<file path="config.mk">
export PLATFORM = sky130hd
export DESIGN_NAME = fir_serial_mac_flat
export DESIGN_NICKNAME = d
export VERILOG_FILES = /design/src/rtl/fir_serial_mac_if.sv /design/src/rtl/fir_serial_mac.sv /design/src/flat_wrapper.sv
export SDC_FILE = /design/constraint.sdc
export NUM_CORES = 1
export LEC_CHECK = 0
export CAP_MARGIN = 20
export CELL_PAD_IN_SITES_DETAIL_PLACEMENT = 0
export CELL_PAD_IN_SITES_GLOBAL_PLACEMENT = 2
export CORE_UTILIZATION = 45
export CTS_CLUSTER_SIZE = 30
export DETAILED_ROUTE_END_ITERATION = 10
export DONT_BUFFER_PORTS = 1
export GPL_ROUTABILITY_DRIVEN = 1
export GPL_TIMING_DRIVEN = 0
export PLACE_DENSITY_LB_ADDON = 0.1
export RECOVER_POWER = 25
export SETUP_SLACK_MARGIN = 0.05
export SLEW_MARGIN = 20
export SYNTH_ARGS = -nofsm -noshare
export SYNTH_HDL_FRONTEND = slang
export SYNTH_SLANG_ARGS = --single-unit
</file>
<file path="constraint.sdc">
create_clock -name i_wrclk -period 12.5 [get_ports i_wrclk]
set_input_delay 3.75 -clock i_wrclk [delete_from_list [all_inputs] [get_ports i_wrclk]]
set_output_delay 3.75 -clock i_wrclk [all_outputs]
set_load 0.01 [all_outputs]
</file>
<file path="src/rtl/fir_serial_mac_if.sv">
// Sample/coefficient/FIFO-write bundle for fir_serial_mac.
// The slave modport is the filter side; the master modport is the producer/FIFO side.
interface fir_serial_mac_if #(
    parameter int WIDTH      = 16,
    parameter int COEF_WIDTH = 16,
    parameter int TAPS       = 8
);
    localparam int AW = $clog2(TAPS);

    logic                  i_valid;
    logic [WIDTH-1:0]      i_data;
    logic                  o_ready;
    logic                  i_coef_we;
    logic [AW-1:0]         i_coef_addr;
    logic [COEF_WIDTH-1:0] i_coef_data;
    logic                  o_busy;
    logic                  o_wren;
    logic [WIDTH-1:0]      o_wdata;
    logic                  i_full;

    modport slave (
        input  i_valid, i_data, i_coef_we, i_coef_addr, i_coef_data, i_full,
        output o_ready, o_busy, o_wren, o_wdata
    );

    modport master (
        output i_valid, i_data, i_coef_we, i_coef_addr, i_coef_data, i_full,
        input  o_ready, o_busy, o_wren, o_wdata
    );
endinterface

</file>
<file path="src/rtl/fir_serial_mac.sv">
// Single-multiplier serial FIR feeding an async FIFO write port, with runtime coefficients.
// FIR_SAT_EN defined: output saturates to WIDTH; undefined: output wraps to its low WIDTH bits.
module fir_serial_mac #(
    parameter int WIDTH      = 16,
    parameter int COEF_WIDTH = 16,
    parameter int TAPS       = 8,
    parameter int ACC_WIDTH  = WIDTH + COEF_WIDTH + $clog2(TAPS)
) (
    input  logic             i_wrclk,
    input  logic             i_wrstn,
    fir_serial_mac_if.slave  bus
);
    localparam int IDX_W  = $clog2(TAPS);
    localparam int PROD_W = WIDTH + COEF_WIDTH;
    localparam logic signed [ACC_WIDTH-1:0] RND_C =
        {{(ACC_WIDTH-1){1'b0}}, 1'b1} << (COEF_WIDTH-2);
    localparam logic [IDX_W-1:0] IDX_LAST = IDX_W'(TAPS-1);
    localparam logic [IDX_W:0]   ADDR_LIM = (IDX_W+1)'(TAPS);

    typedef enum logic [1:0] {
        ST_IDLE  = 2'd0,
        ST_MAC   = 2'd1,
        ST_ROUND = 2'd2,
        ST_PUSH  = 2'd3
    } state_t;

    state_t                        state_q, state_d;
    logic signed [WIDTH-1:0]       x_q [TAPS];
    logic signed [WIDTH-1:0]       x_d [TAPS];
    logic signed [COEF_WIDTH-1:0]  h_q [TAPS];
    logic signed [COEF_WIDTH-1:0]  h_d [TAPS];
    logic signed [ACC_WIDTH-1:0]   acc_q, acc_d;
    logic [IDX_W-1:0]              idx_q, idx_d;
    logic [WIDTH-1:0]              wdata_q, wdata_d;
    logic signed [PROD_W-1:0]      x_ext_s, h_ext_s, prod_s;
    logic                          accept_s, coef_wr_s;
    logic                          ready_s, busy_s, wren_s;

`ifdef FIR_SAT_EN
    // Clamp when the bits above the sign position disagree (value out of range).
    function automatic logic [WIDTH-1:0] fit_f(input logic signed [ACC_WIDTH-1:0] r);
        logic [WIDTH-1:0] res;
        if ((&r[ACC_WIDTH-1:WIDTH-1]) || !(|r[ACC_WIDTH-1:WIDTH-1])) begin
            res = r[WIDTH-1:0];
        end else if (r[ACC_WIDTH-1]) begin
            res = {1'b1, {(WIDTH-1){1'b0}}};
        end else begin
            res = {1'b0, {(WIDTH-1){1'b1}}};
        end
        return res;
    endfunction
`endif

    assign accept_s  = (state_q == ST_IDLE) && bus.i_valid;
    assign coef_wr_s = (state_q == ST_IDLE) && bus.i_coef_we &&
                       ({1'b0, bus.i_coef_addr} < ADDR_LIM);

    // FSM state register.
    always_ff @(posedge i_wrclk or negedge i_wrstn) begin
        if (!i_wrstn) begin
            state_q <= ST_IDLE;
        end else begin
            state_q <= state_d;
        end
    end

    // FSM next-state logic.
    always_comb begin
        state_d = state_q;
        case (state_q)
            ST_IDLE: begin
                if (accept_s) state_d = ST_MAC;
                else          state_d = ST_IDLE;
            end
            ST_MAC: begin
                if (idx_q == IDX_LAST) state_d = ST_ROUND;
                else                   state_d = ST_MAC;
            end
            ST_ROUND: state_d = ST_PUSH;
            ST_PUSH: begin
                if (!bus.i_full) state_d = ST_IDLE;
                else             state_d = ST_PUSH;
            end
            default: state_d = ST_IDLE;
        endcase
    end

    // FSM outputs; the FIFO write strobe follows full combinationally so no push is lost.
    always_comb begin
        ready_s = (state_q == ST_IDLE);
        busy_s  = (state_q != ST_IDLE);
        wren_s  = (state_q == ST_PUSH) && !bus.i_full;
    end

    assign bus.o_ready = ready_s;
    assign bus.o_busy  = busy_s;
    assign bus.o_wren  = wren_s;
    assign bus.o_wdata = wdata_q;

    // Datapath next-state: delay line, coefficient bank, serial MAC and rounding.
    always_comb begin
        x_d     = x_q;
        h_d     = h_q;
        acc_d   = acc_q;
        idx_d   = idx_q;
        wdata_d = wdata_q;
        x_ext_s = {{COEF_WIDTH{x_q[idx_q][WIDTH-1]}}, x_q[idx_q]};
        h_ext_s = {{WIDTH{h_q[idx_q][COEF_WIDTH-1]}}, h_q[idx_q]};
        prod_s  = x_ext_s * h_ext_s;

        if (coef_wr_s) begin
            h_d[bus.i_coef_addr] = bus.i_coef_data;
        end else begin
            h_d = h_q;
        end

        case (state_q)
            ST_IDLE: begin
                if (accept_s) begin
                    x_d[0] = bus.i_data;
                    for (int k = 1; k < TAPS; k++) begin
                        x_d[k] = x_q[k-1];
                    end
                    acc_d = '0;
                    idx_d = '0;
                end else begin
                    x_d = x_q;
                end
            end
            ST_MAC: begin
                acc_d = acc_q + {{(ACC_WIDTH-PROD_W){prod_s[PROD_W-1]}}, prod_s};
                if (idx_q != IDX_LAST) idx_d = idx_q + IDX_W'(1);
                else                   idx_d = idx_q;
            end
            ST_ROUND: begin
`ifdef FIR_SAT_EN
                wdata_d = fit_f((acc_q + RND_C) >>> (COEF_WIDTH-1));
`else
                wdata_d = WIDTH'((acc_q + RND_C) >>> (COEF_WIDTH-1));
`endif
            end
            ST_PUSH: wdata_d = wdata_q;
            default: wdata_d = wdata_q;
        endcase
    end

    // Datapath registers.
    always_ff @(posedge i_wrclk or negedge i_wrstn) begin
        if (!i_wrstn) begin
            for (int k = 0; k < TAPS; k++) begin
                x_q[k] <= '0;
                h_q[k] <= '0;
            end
            acc_q   <= '0;
            idx_q   <= '0;
            wdata_q <= '0;
        end else begin
            x_q     <= x_d;
            h_q     <= h_d;
            acc_q   <= acc_d;
            idx_q   <= idx_d;
            wdata_q <= wdata_d;
        end
    end
endmodule

</file>
<file path="src/flat_wrapper.sv">
// flat-port wrapper written by rule: the top's interface ports become plain ports
module fir_serial_mac_flat 
#(
    parameter int WIDTH      = 16,
    parameter int COEF_WIDTH = 16,
    parameter int TAPS       = 8,
    parameter int ACC_WIDTH  = WIDTH + COEF_WIDTH + $clog2(TAPS)
)
  (i_wrclk, i_wrstn, bus_i_valid, bus_i_data, bus_i_coef_we, bus_i_coef_addr, bus_i_coef_data, bus_i_full, bus_o_ready, bus_o_busy, bus_o_wren, bus_o_wdata);
  fir_serial_mac_if #(.WIDTH(WIDTH), .COEF_WIDTH(COEF_WIDTH), .TAPS(TAPS)) bus_i ();
  input  logic i_wrclk;
  input  logic i_wrstn;
  input wire logic [$bits(bus_i.i_valid)-1:0] bus_i_valid;
  input wire logic [$bits(bus_i.i_data)-1:0] bus_i_data;
  input wire logic [$bits(bus_i.i_coef_we)-1:0] bus_i_coef_we;
  input wire logic [$bits(bus_i.i_coef_addr)-1:0] bus_i_coef_addr;
  input wire logic [$bits(bus_i.i_coef_data)-1:0] bus_i_coef_data;
  input wire logic [$bits(bus_i.i_full)-1:0] bus_i_full;
  output wire logic [$bits(bus_i.o_ready)-1:0] bus_o_ready;
  output wire logic [$bits(bus_i.o_busy)-1:0] bus_o_busy;
  output wire logic [$bits(bus_i.o_wren)-1:0] bus_o_wren;
  output wire logic [$bits(bus_i.o_wdata)-1:0] bus_o_wdata;
  assign bus_i.i_valid = bus_i_valid;
  assign bus_i.i_data = bus_i_data;
  assign bus_i.i_coef_we = bus_i_coef_we;
  assign bus_i.i_coef_addr = bus_i_coef_addr;
  assign bus_i.i_coef_data = bus_i_coef_data;
  assign bus_i.i_full = bus_i_full;
  assign bus_o_ready = bus_i.o_ready;
  assign bus_o_busy = bus_i.o_busy;
  assign bus_o_wren = bus_i.o_wren;
  assign bus_o_wdata = bus_i.o_wdata;
  fir_serial_mac #(.WIDTH(WIDTH), .COEF_WIDTH(COEF_WIDTH), .TAPS(TAPS), .ACC_WIDTH(ACC_WIDTH)) u_core (.i_wrclk(i_wrclk), .i_wrstn(i_wrstn), .bus(bus_i));
endmodule
</file>
==> impl_metrics.json <==
{
  "status": "finished clean",
  "period_share": 0.8861,
  "ant_nets": 0,
  "vias": 15788,
  "rrSetupSlack_ns": 1.42,
  "diodes": 0,
  "timing.fmax_mhz": 90.28,
  "worstPathRequired_ns": 12.90,
  "fillers": 4960,
  "grt_max_degree": 309,
  "cts-buffers-inserted": 36,
  "initial_core_util": 0.4565,
  "reg2reg_from": "u_core.idx_q[1]",
  "grt_pass1_vias": 17014,
  "core_area_um2": 53920,
  "stdcell_count": 2940,
  "reg2reg_depth": 33,
  "slowest_stage": "mux2i_1",
  "drv_cap": 0,
  "pre_cts_slack_ns": 1.389,
  "crit_arrival_ns": 11.48,
  "drtIter0Drc": 721,
  "fin_nets": 2629,
  "vias_per_cell": 5.370,
  "die_area_um2": 55640,
  "tritoncts": "yes",
  "cts-resized-gates": 0,
  "drv_slew": 0,
  "postCtsSetupBuffers": 0,
  "crit_top_cell": "fa_1",
  "hold_violations": 0,
  "worst_slew_pin_slew_ns": 1.162,
  "clkLatencyLatePin_ns": 0.57,
  "portBuffers": 0,
  "path_clk_slew_ns": 0.05,
  "synthCells": 2180,
  "die-height_um": 235.9,
  "drc": 0,
  "synth.net_count": 2591,
  "h-tree-depth": 2,
  "worstHoldEndpoint": "u_core.h_q[12]",
  "grt_pass1_wl_mm": 100.9,
  "syn_to_final_growth_pct": 8.840,
  "setup_slack_ns": 1.424,
  "path_max_fanout": 10,
  "fin_crit_ns": 11.08,
  "first_pass_iters": 5,
  "place_inst": 2876,
  "std_cell_rows": 85,
  "slew_headroom": 0.2030,
  "dpl.hpwl_mm": 49.87,
  "grt_overflow": 0,
  "avgSynthCellArea_um2": 11.29,
  "layout_common_cells": "inv_1 (308), dfrtp_1 (308), mux2_2 (269)",
  "ys.flop_type": "dfrtp_1",
  "die_w_um": 235.9,
  "cpPeakStageDelay_ns": 0.80,
  "synth_area_um2": 24610,
  "hold_depth": 1,
  "ys_ff_latch": 308,
  "track_usage": 0.2385,
  "critPathKind": "reg -> reg",
  "clockBufferDepth": 3,
  "hp-class": "reg -> reg",
  "clkSinkCount": 308,
  "fin_skew_ns": 0.02841,
  "rsz0062_at_grt": "false",
  "place.gp.congestion": 0.8673,
  "yosysWarningCount": 0,
  "cp-start-kind": "register",
  "cts_root_buf": "clkbuf_16",
  "wl_per_cell_um": 21.81,
  "hold-worst-slack_ns": 0.4820,
  "io_pins": 59,
  "ys_types": 62,
  "crit_path_end_kind": "register",
  "setup_tns_ns": 0,
  "ctsHoldBuffers": 0,
  "antenna_found_initial": 0,
  "min_from": "u_core.h_q[12]",
  "routed_wirelength_mm": 64.12,
  "finalSetupViolCount": 0,
  "ys_seq_area_frac": 0.3131,
  "drive_gt1_frac": 0.1992,
  "async_flop_share": 1.000,
  "r2r-end": "u_core.acc_q[30]",
  "synth_edf_count": 0
}
## Yosys cell counts (all sizes together) (2+ instances only)
| cell type | number | area share |
|---|---|---|
| nand4 | 8 | 0.0020 |
| mux2i | 25 | 0.012 |
| or2 | 5 | 0.0013 |
| o21bai | 5 | 0.0015 |
| ha | 114 | 0.058 |
| a22o | 3 | 0.0014 |
| dfrtp | 308 | 0.31 |
| a21boi | 2 | 0.00061 |
| o22ai | 24 | 0.0061 |
| nor3 | 13 | 0.0026 |
| xnor2 | 48 | 0.017 |
| nor2b | 12 | 0.0030 |
| nor2 | 163 | 0.025 |
| and3 | 13 | 0.0033 |
| o31ai | 4 | 0.0014 |
| and4 | 3 | 0.0011 |
| nand2 | 199 | 0.030 |
| o2111ai | 2 | 0.00071 |
| clkbuf | 53 | 0.0081 |
| and2 | 7 | 0.0018 |
| xor2 | 29 | 0.010 |
| o21ai | 52 | 0.011 |
| nand2b | 23 | 0.0058 |
| mux2 | 281 | 0.13 |
| buf | 27 | 0.0058 |
| a21o | 23 | 0.0070 |
| o211ai | 3 | 0.00091 |
| a211oi | 6 | 0.0020 |
| a31oi | 8 | 0.0026 |
| fa | 257 | 0.21 |
| inv | 318 | 0.048 |
| mux4 | 64 | 0.059 |
| a2bb2oi | 2 | 0.00071 |
| a21oi | 42 | 0.0087 |
| nand3 | 13 | 0.0026 |
| a311oi | 2 | 0.00071 |
| o21a | 9 | 0.0027 |
## worst max-delay path: cells and delay by family (launching register included)
family                     cells  cell delay (ns)
adders and majority gates      8             3.83
and+or+nand+nor                5             1.03
DFF                            1             0.41
xor gates and xnor gates       3             0.49
muxes                          2             1.20
buffers and inverters          8             1.80
AOI/OAI and AO/OA              7             2.15
## registers in the layout (all words and copies together), names as in the netlist
name and count:
u_core.bus.o_wdata 16, u_core.idx_q 3, u_core.h_q 128, u_core.state_q 2, u_core.acc_q 31, u_core.x_q 128
## worst max path at each step
stage | to | slack, ns | from
2_1_floorplan | u_core.acc_q[30] | 3.68 | u_core.idx_q[0]
3_3_place_gp | u_core.acc_q[30] | 1.43 | u_core.idx_q[1]
3_5_place_dp | u_core.acc_q[30] | 1.39 | u_core.idx_q[1]
4_1_cts | u_core.acc_q[30] | 1.36 | u_core.idx_q[1]
5_1_grt | u_core.acc_q[30] | 0.93 | u_core.idx_q[1]
6_report | u_core.acc_q[30] | 1.42 | u_core.idx_q[1]
## layer usage
| metal | GRT usage | wire [um] | vias up | part of all wire |
|---|---|---|---|---|
| met5 | 0 | 0 | - | 0 |
| met1 | 0.3175 | 28830 | 8228 | 0.45 |
| li1 | - | - | 7271 | - |
| met2 | 0.4091 | 31640 | 210 | 0.49 |
| met4 | 0.06179 | 1582 | 0 | 0.025 |
| met3 | 0.03277 | 2068 | 79 | 0.032 |
## stage by stage
step / area [um2] / util
2_1_floorplan: 24610 / -
3_3_place_gp: 25490 / 0.4727
3_5_place_dp: 25510 / 0.4731
4_1_cts: 26790 / 0.4968
5_1_grt: 26790 / 0.4969
6_report: 26790 / 0.4969
## layout make-up
class	instances	area, um2	share of cell area
Inverter	318	1194	0.04455
Clock buffer	48	1036	0.03867
Multi-Input combinational cell	1474	15400	0.5749
Buffer	80	342.8	0.01280
Sequential cell	308	7707	0.2877
Tap cell	696	870.8	0.03251
Clock inverter	16	239.0	0.008920
## kinds of logic after synthesis
kind of cell,count (synthesis),share of synthesized area
adders and majority gates,371,0.2670
and+or+nand+nor,462,0.07981
xor gates and xnor gates,77,0.02770
muxes,370,0.1990
buffers and inverters,398,0.06242
AOI/OAI and AO/OA,194,0.05103
DFF,308,0.3131
Power is left out: the tool's default activity adds up to more than one toggle a clock period on the data nets, which glitch-free logic cannot reach.
